### src/rtl/univ_reg_n.sv
// univ_reg_n: parametrised N-bit universal register.
//
// Synchronous clear and preset, parallel load, shift, rotate and
// increment/decrement. Qb and ZERO are decoded combinationally from Q.
//
// Optional feature macro: UREG_CARRY_EN
//   defined   - CO port and its register exist.
//   undefined - CO is removed; shifted-out bits are dropped, INC/DEC wrap silently.
//
// Parameters:
//   WIDTH      register width, 2..64
//   PRESET_VAL value loaded while PRE_b is low
// Ports:
//   CLK    rising-edge clock
//   CLR_b  synchronous active-low clear (highest priority)
//   PRE_b  synchronous active-low preset
//   EN     operation enable; hold when low
//   MODE   operation select (HOLD/LOAD/SHL/SHR/ROL/ROR/INC/DEC)
//   D      parallel load data
//   SIN    serial input for shifts
//   Q      register value
//   Qb     bitwise complement of Q
//   ZERO   high when Q == 0
//   CO     carry/borrow/shift-out flag (UREG_CARRY_EN only)
module univ_reg_n #(
  parameter int unsigned          WIDTH      = 8,
  parameter logic [WIDTH-1:0]     PRESET_VAL = {WIDTH{1'b1}}
) (
  input  logic             CLK,
  input  logic             CLR_b,
  input  logic             PRE_b,
  input  logic             EN,
  input  logic [2:0]       MODE,
  input  logic [WIDTH-1:0] D,
  input  logic             SIN,
  output logic [WIDTH-1:0] Q,
  output logic [WIDTH-1:0] Qb,
  output logic             ZERO
`ifdef UREG_CARRY_EN
  ,
  output logic             CO
`endif
);

  typedef enum logic [2:0] {
    ModeHold = 3'b000,
    ModeLoad = 3'b001,
    ModeShl  = 3'b010,
    ModeShr  = 3'b011,
    ModeRol  = 3'b100,
    ModeRor  = 3'b101,
    ModeInc  = 3'b110,
    ModeDec  = 3'b111
  } mode_e;

  localparam logic [WIDTH-1:0] One = WIDTH'(1);

  logic [WIDTH-1:0] r_q;
  logic [WIDTH-1:0] w_q_next;
  mode_e            w_mode;

  assign w_mode = mode_e'(MODE);

`ifdef UREG_CARRY_EN
  logic r_co;
  logic w_co_next;
`endif

  // Next-state for EN high; clear/preset/enable priority is applied in the register.
  always_comb begin
    w_q_next  = r_q;
`ifdef UREG_CARRY_EN
    w_co_next = r_co;
`endif
    unique case (w_mode)
      ModeHold: begin
        w_q_next = r_q;
      end
      ModeLoad: begin
        w_q_next  = D;
`ifdef UREG_CARRY_EN
        w_co_next = 1'b0;
`endif
      end
      ModeShl: begin
        w_q_next  = {r_q[WIDTH-2:0], SIN};
`ifdef UREG_CARRY_EN
        w_co_next = r_q[WIDTH-1];
`endif
      end
      ModeShr: begin
        w_q_next  = {SIN, r_q[WIDTH-1:1]};
`ifdef UREG_CARRY_EN
        w_co_next = r_q[0];
`endif
      end
      ModeRol: begin
        w_q_next  = {r_q[WIDTH-2:0], r_q[WIDTH-1]};
`ifdef UREG_CARRY_EN
        w_co_next = r_q[WIDTH-1];
`endif
      end
      ModeRor: begin
        w_q_next  = {r_q[0], r_q[WIDTH-1:1]};
`ifdef UREG_CARRY_EN
        w_co_next = r_q[0];
`endif
      end
      ModeInc: begin
        w_q_next  = r_q + One;
`ifdef UREG_CARRY_EN
        w_co_next = &r_q;  // wrap from all ones
`endif
      end
      ModeDec: begin
        w_q_next  = r_q - One;
`ifdef UREG_CARRY_EN
        w_co_next = ~|r_q;  // borrow from zero
`endif
      end
      default: begin
        w_q_next = r_q;
      end
    endcase
  end

  always_ff @(posedge CLK) begin
    if (!CLR_b) begin
      r_q  <= '0;
`ifdef UREG_CARRY_EN
      r_co <= 1'b0;
`endif
    end else if (!PRE_b) begin
      r_q  <= PRESET_VAL;
`ifdef UREG_CARRY_EN
      r_co <= 1'b0;
`endif
    end else if (EN) begin
      r_q  <= w_q_next;
`ifdef UREG_CARRY_EN
      r_co <= w_co_next;
`endif
    end
  end

  assign Q    = r_q;
  assign Qb   = ~r_q;
  assign ZERO = (r_q == '0);
`ifdef UREG_CARRY_EN
  assign CO   = r_co;
`endif

endmodule

### config.mk
export PLATFORM = sky130hd
export DESIGN_NAME = univ_reg_n
export DESIGN_NICKNAME = d
export VERILOG_FILES = /design/src/rtl/univ_reg_n.sv
export SDC_FILE = /design/constraint.sdc
export NUM_CORES = 1
export LEC_CHECK = 0
export ABC_CLOCK_PERIOD_IN_PS = 3760
export CORE_MARGIN = 4
export CORE_UTILIZATION = 61
export CTS_CLUSTER_SIZE = 10
export DETAILED_ROUTE_END_ITERATION = 12
export DONT_BUFFER_PORTS = 1
export HOLD_SLACK_MARGIN = 0.12
export PLACE_DENSITY = 0.77
export SYNTH_ARGS = -nofsm -noshare
export SYNTH_HDL_FRONTEND = slang
export SYNTH_SLANG_ARGS = --single-unit
### constraint.sdc
create_clock -name CLK -period 3.76 [get_ports CLK]
set_input_delay 0.752 -clock CLK [delete_from_list [all_inputs] [get_ports CLK]]
set_output_delay 0.752 -clock CLK [all_outputs]
set_load 0.01 [all_outputs]
==> results.sh <==
export IMPL_run_status="completed"
export IMPL_synth_area_mux_share_pct=2.38
export IMPL_synth_async_sr_flop_share_pct=0
export IMPL_critical_path_s_largest_stage_delay_ns=0.45
export IMPL_finalCriticalPeriod_ns=2.49
export IMPL_clkSinkCount=8
export IMPL_cts_resized_gates=0
export IMPL_synth_sequential_area_ratio_pct=19.0
export IMPL_netlist_instances=121
export IMPL_worst_setup_path_end_kind="flip-flop"
export IMPL_timing_clock_skew_ns=0.00734
export IMPL_drt_pass1_iterations=4
export IMPL_initial_core_util_pct=64.6
export IMPL_synth_edff_count=0
export IMPL_design_die_area_sq_um=2040
export IMPL_yosys_cell_count_top_type="o21ai_0"
export IMPL_timing_critical_path_fanout_max=18
export IMPL_route_antenna_remaining_nets=0
export IMPL_drt_total_wl_um=2570
export IMPL_final_setup_viol_count=0
export IMPL_synthDominantAreaCellType="dfxtp_1"
export IMPL_drt_first_iter_violations=36
export IMPL_final_hold_viol_count=0
export IMPL_synth_common_cells="o21ai_0 (16), a21oi_1 (14), inv_1 (11)"
export IMPL_top_level_ports=33
export IMPL_synthesis_nets=138
export IMPL_drt_vias_per_instance=7.32
export IMPL_numCtsBuffers=3
export IMPL_layout_setup_ws_ns=1.27
export IMPL_fp_dieH_um=45.1
export IMPL_period_share_pct=66.1
export IMPL_cts_tree="built"
export IMPL_setup_worst_path_class="in -> reg"
export IMPL_data_required_time_of_the_critical_path_ns=3.92
export IMPL_worstPathArrival_ns=2.65
export IMPL_place_detailed_hpwl_um=1840
export IMPL_detail_route_drc_violations=0
export IMPL_max_slew_margin_rel_pct=61.0
export IMPL_maxCapViolations=0
export IMPL_total_gr_overflow=0
export IMPL_cp_start_kind="input pin"
export IMPL_yosysWarningCount=0
export IMPL_cts_max_level=1
export IMPL_placement_io_buffers=0
export IMPL_synth_area_top_cells="dfxtp_1 (19%), o21ai_0 (9.5%), a21oi_1 (8.3%)"
export IMPL_netlist_area_sq_um=841
export IMPL_ys_seq_elements=8
export IMPL_grt_setup_unrepaired="false"
export IMPL_synth_compound_gate_area_share_pct=42.0
export IMPL_die_width_um=45.1
export IMPL_clock_tree_root_cell="clkbuf_4"
export IMPL_xor_xnor_share_of_the_synthesized_area_pct=3.13
export IMPL_cellPowerDensity_nw_per_um2=315
export IMPL_post_synth_fa_ha_maj_area_fraction_pct=1.49
export IMPL_insertion_delay_ns=0.27
export IMPL_yosys_area_top_type_share_pct=19.0
export IMPL_grt_use_total_pct=27.1
export IMPL_postSynth_topFlopCell="dfxtp_1"
export IMPL_layout_drive_gt1_share_pct=5.08
export IMPL_slew_violations=0
export IMPL_design_core_area_sq_um=1300
export IMPL_cts_setup_buffers=0
export IMPL_finalNetCount=137
export IMPL_max_slew_worst_pin_slew_ns=0.582
export IMPL_cts_hold_buffers=0
export IMPL_routedWlPerCell_um=19.3
export IMPL_critical_path_slowest_cell="or4_1"
export IMPL_std_cell_rows=13
export IMPL_cellLeakagePower_nw=0.322
export IMPL_num_antenna_cells=0
export IMPL_totalNegativeSetupSlack_ns=0
export IMPL_maximum_number_of_pins_on_one_net_before_global_route_repair=19
export IMPL_num_fill_cells=137
export IMPL_syn_mean_instance_area_sq_um=6.95
export IMPL_routabilityCongestion=0.845
export IMPL_timing_critical_path_cells="nand3_1 -> xnor2_1 -> ha_1 -> or4_1 -> or4_1 -> o31ai_2 -> a21oi_2 -> o221a_1"
export IMPL_synth_simple_area_share_pct=23.2
export IMPL_syn_to_layout_area_delta_pct=1.04
export IMPL_synth_cell_type_count=40
export IMPL_max_freq_mhz=402
export IMPL_detailroute_via_count=973
export IMPL_crit_path_frequent_cell="or4_1"
export IMPL_grt_pass1_wl_um=4040
export IMPL_first_global_vias=920
export IMPL_worstHoldPathType="in -> reg"
export IMPL_combinational_family_with_the_most_area_after_synthesis="compound AO/OA/AOI/OAI gates"
export IMPL_flip_flop_count_of_the_largest_register_all_copies_and_words_added=8
export IMPL_cts_path_max_buffers=2
export IMPL_place_ws_ns=1.01
export IMPL_clk_pin_slew_worst_paths_ns=0.06
export IMPL_vdd_drop_max_uv=164
export IMPL_antenna_found_initial=0
[per-stage QoR]
| stage | util (%) | power, W | area [sq um] | std cells | hold slack, ns |
|---|---|---|---|---|---|
| floorplan | - | 0.000185 | 841 | 121 | 0.595 |
| global placement | 63.6 | 0.000195 | 827 | 130 | 0.651 |
| detailed placement | 63.6 | 0.000197 | 827 | 130 | 0.657 |
| CTS | 65.3 | 0.000267 | 850 | 133 | 0.620 |
| global route | 65.3 | 0.000286 | 850 | 133 | 0.621 |
| finish | 65.3 | 0.000268 | 850 | 133 | 0.619 |
[power breakdown]
| part | total [W] | switching (W) | internal [W] |
|---|---|---|---|
| Sequential | 0.000118 | 0.0000239 | 0.0000936 |
| Combinational | 0.0000800 | 0.0000482 | 0.0000317 |
| Clock | 0.0000701 | 0.0000333 | 0.0000368 |
| Total | 0.000268 | 0.000105 | 0.000162 |
[cells by family (layout without fill, tap and decap cells)]
group | count (synthesis) | in the layout
AOI/OAI and AO/OA | 53 | 53
xor gates and xnor gates | 3 | 3
adders and majority gates | 1 | 1
buffers and inverters | 17 | 14
DFF | 8 | 8
muxes | 2 | 2
and+or+nand+nor | 37 | 37
[metal layers]
layer / GRT usage (%) / share of wire [%] / up-vias
li1: - / - / 454
met1: 33.1 / 40 / 438
met2: 38.4 / 45 / 70
met3: 13.5 / 12 / 11
met4: 14.0 / 3.3 / 0
met5: 0 / 0 / -
[area by class of cell]
| class | instances | area (sq um) | area share (%) |
|---|---|---|---|
| inverters | 11 | 41.3 | 4.86 |
| clock buffers | 3 | 22.5 | 2.65 |
| flip-flops and latches | 8 | 160 | 18.9 |
| multi-input cells | 96 | 607 | 71.4 |
| well taps | 15 | 18.8 | 2.21 |
[critical path, delay by kind of cell]
family          cells  cell delay (ns)
simple gates        3             1.04
fa+ha+maj           1             0.23
xor+xnor            1             0.18
compound gates      3             0.44
[path summary, 6_finish.rpt]
path | start | endpoint | slack [ns] | depth (start not counted)
max | MODE[2] | Q[6] | 1.27 | 8
min | CLR_b | Q[6] | 0.62 | 1
max reg2reg | Q[1] | Q[6] | 1.42 | 7
min reg2reg | Q[3] | Q[3] | 0.66 | 2
[layout by cell type (no fill, tap or decap), types with 2 or more instances in the layout]
cell type / n
o21ai_0: 16
a21oi_1: 14
inv_1: 11
nand3_1: 9
dfxtp_1: 8
nor2_1: 7
nand2_1: 6
nor3_1: 3
a211oi_1: 3
a221o_1: 3
clkbuf_4: 3
xnor2_1: 2
mux2i_1: 2
a21o_1: 2
a311oi_1: 2
nand2b_1: 2
o32ai_1: 2
a2bb2oi_1: 2
or4_1: 2
No activity file was read; power rests on OpenSTA's default activity.
==> edit: new RTL, same flow settings <==
Put a register stage on the outputs `Qb` and `ZERO`. The values now appear one clock later. The other outputs are not delayed to match. Comments in the files are not updated.
--- a/src/rtl/univ_reg_n.sv
+++ b/src/rtl/univ_reg_n.sv
@@ -144,8 +144,10 @@
   end
 
   assign Q    = r_q;
-  assign Qb   = ~r_q;
-  assign ZERO = (r_q == '0);
+  always_ff @(posedge CLK) begin
+    Qb   <= ~r_q;
+    ZERO <= (r_q == '0);
+  end
 `ifdef UREG_CARRY_EN
   assign CO   = r_co;
 `endif
Function: changed (a bounded check fails within 4 cycles, from zero or initial values).
==> edit against the unedited design <==
Power grew 50%; largest power group unchanged; wire length grew 4.0%; setup slack gained 220 ps; combinational power shrank 8.9%; highest routed layer unchanged; sequential cell count grew 9; hold slack lost 74 ps; synthesized area grew 32%; cell area grew 30%; clock power grew 43%; sequential power grew 93%.
==> edit: results (changes against the unedited design) <==
| Metric | Value |
|---|---|
| Outcome | `finished clean (unchanged)` |
| Number of library cell types mapped by synthesis | `45 (was 40)` |
| Non-CTS inverters | `10 (was 11)` |
| Area Overhead vs Synth | `-0.338% (was 1.04%)` |
| Seq pwr share | `56.9% (was 43.9%)` |
| Hold path start | `Q[5] (was CLR_b)` |
| Routed vias | `1,035 (was 973)` |
| M1 GR Usage | `30.1% (was 33.1%)` |
| Data arrival, critical path | `2470 ps (was 2650 ps)` |
| Avg Inst Size Synth | `7.87 um^2 (was 6.95 um^2)` |
| Pre-CTS WS | `1200 ps (was 1010 ps)` |
| WL final | `2.67 mm (was 2.57 mm)` |
| VDD IR-drop max | `0.000184 V (was 0.000164 V)` |
| Placer Congestion | `0.811 (was 0.845)` |
| Register area | `340 um^2 (was 160 um^2)` |
| Multi-input combinational area share | `60.5% (was 71.4%)` |
| Critical Path Max Stage Delay | `550 ps (was 450 ps)` |
| Clock transition at path regs | `110 ps (was 60 ps)` |
| P_seq | `0.228 mW (was 0.118 mW)` |
| Met3 routed WL | `198 um (was 313 um)` |
| Vias in the first global route | `913 (was 920)` |
| Layout Nets | `153 (was 137)` |
| Sequential area share after synthesis | `30.7% (was 19.0%)` |
| FFs & Latches | `17 (was 8)` |
| Total track usage | `22.1% (was 27.1%)` |
| M2 GR Usage | `33.9% (was 38.4%)` |
| Leak | `0.426 nW (was 0.322 nW)` |
| Sw power | `0.131 mW (was 0.105 mW)` |
| Global Route met3 Usage | `5.04% (was 13.5%)` |
| Layout cell share with drive strength beyond 1 | `6.67% (was 5.08%)` |
| Initial DRC count | `29 (was 36)` |
| Clock buf/inv share | `2.49% (was 2.65%)` |
| Met2 WL | `1.19 mm (was 1.15 mm)` |
| DR WL/cell | `16.7 um (was 19.3 um)` |
| Die W | `50.7 um (was 45.1 um)` |
| # fillers | `177 (was 137)` |
| Area after DPL | `1080 um^2 (was 827 um^2)` |
| Max-slew headroom | `61.9% (was 61.0%)` |
| Multi-input combinational cell count | `104 (was 96)` |
| Synthesized net count | `158 (was 138)` |
| Worst Skew | `20.2 ps (was 7.34 ps)` |
| First-pass GRT wire length | `4.31 mm (was 4.04 mm)` |
| Dpl hpwl | `1.92 mm (was 1.84 mm)` |
| Largest net degree at the start of global routing | `28 (was 19)` |
[edit: cell types whose count changed in the layout (fill, tap and decap cells not counted), moves of 3 or more]
cell,unedited run,this run
nand3_1,9,5
dfxtp_1,8,17
nor3_1,3,7
a31oi_1,0,5
o21ai_0,16,10
nand2_1,6,9
a221o_1,3,0
o31ai_1,0,4
[edit: final timing paths]
path,end,slack [ps],depth (start not counted)
worst max-delay path,Q[4],1500,8
worst min-delay path,Qb[5],550,1
worst max register to register,Q[4],1640,7
worst min register to register,Qb[5],550,1
[edit: logic make-up (layout without fill, tap and decap cells)]
group | after synthesis | in the layout | share of synthesized area [%]
compound gates | 50 | 50 | 29.2
simple gates | 45 | 45 | 22.7
buf+inv | 20 | 14 | 9.02
flops | 17 | 17 | 30.7
xor+xnor | 5 | 5 | 4.62
mux | 3 | 3 | 2.71
fa+ha+maj | 1 | 1 | 1.13
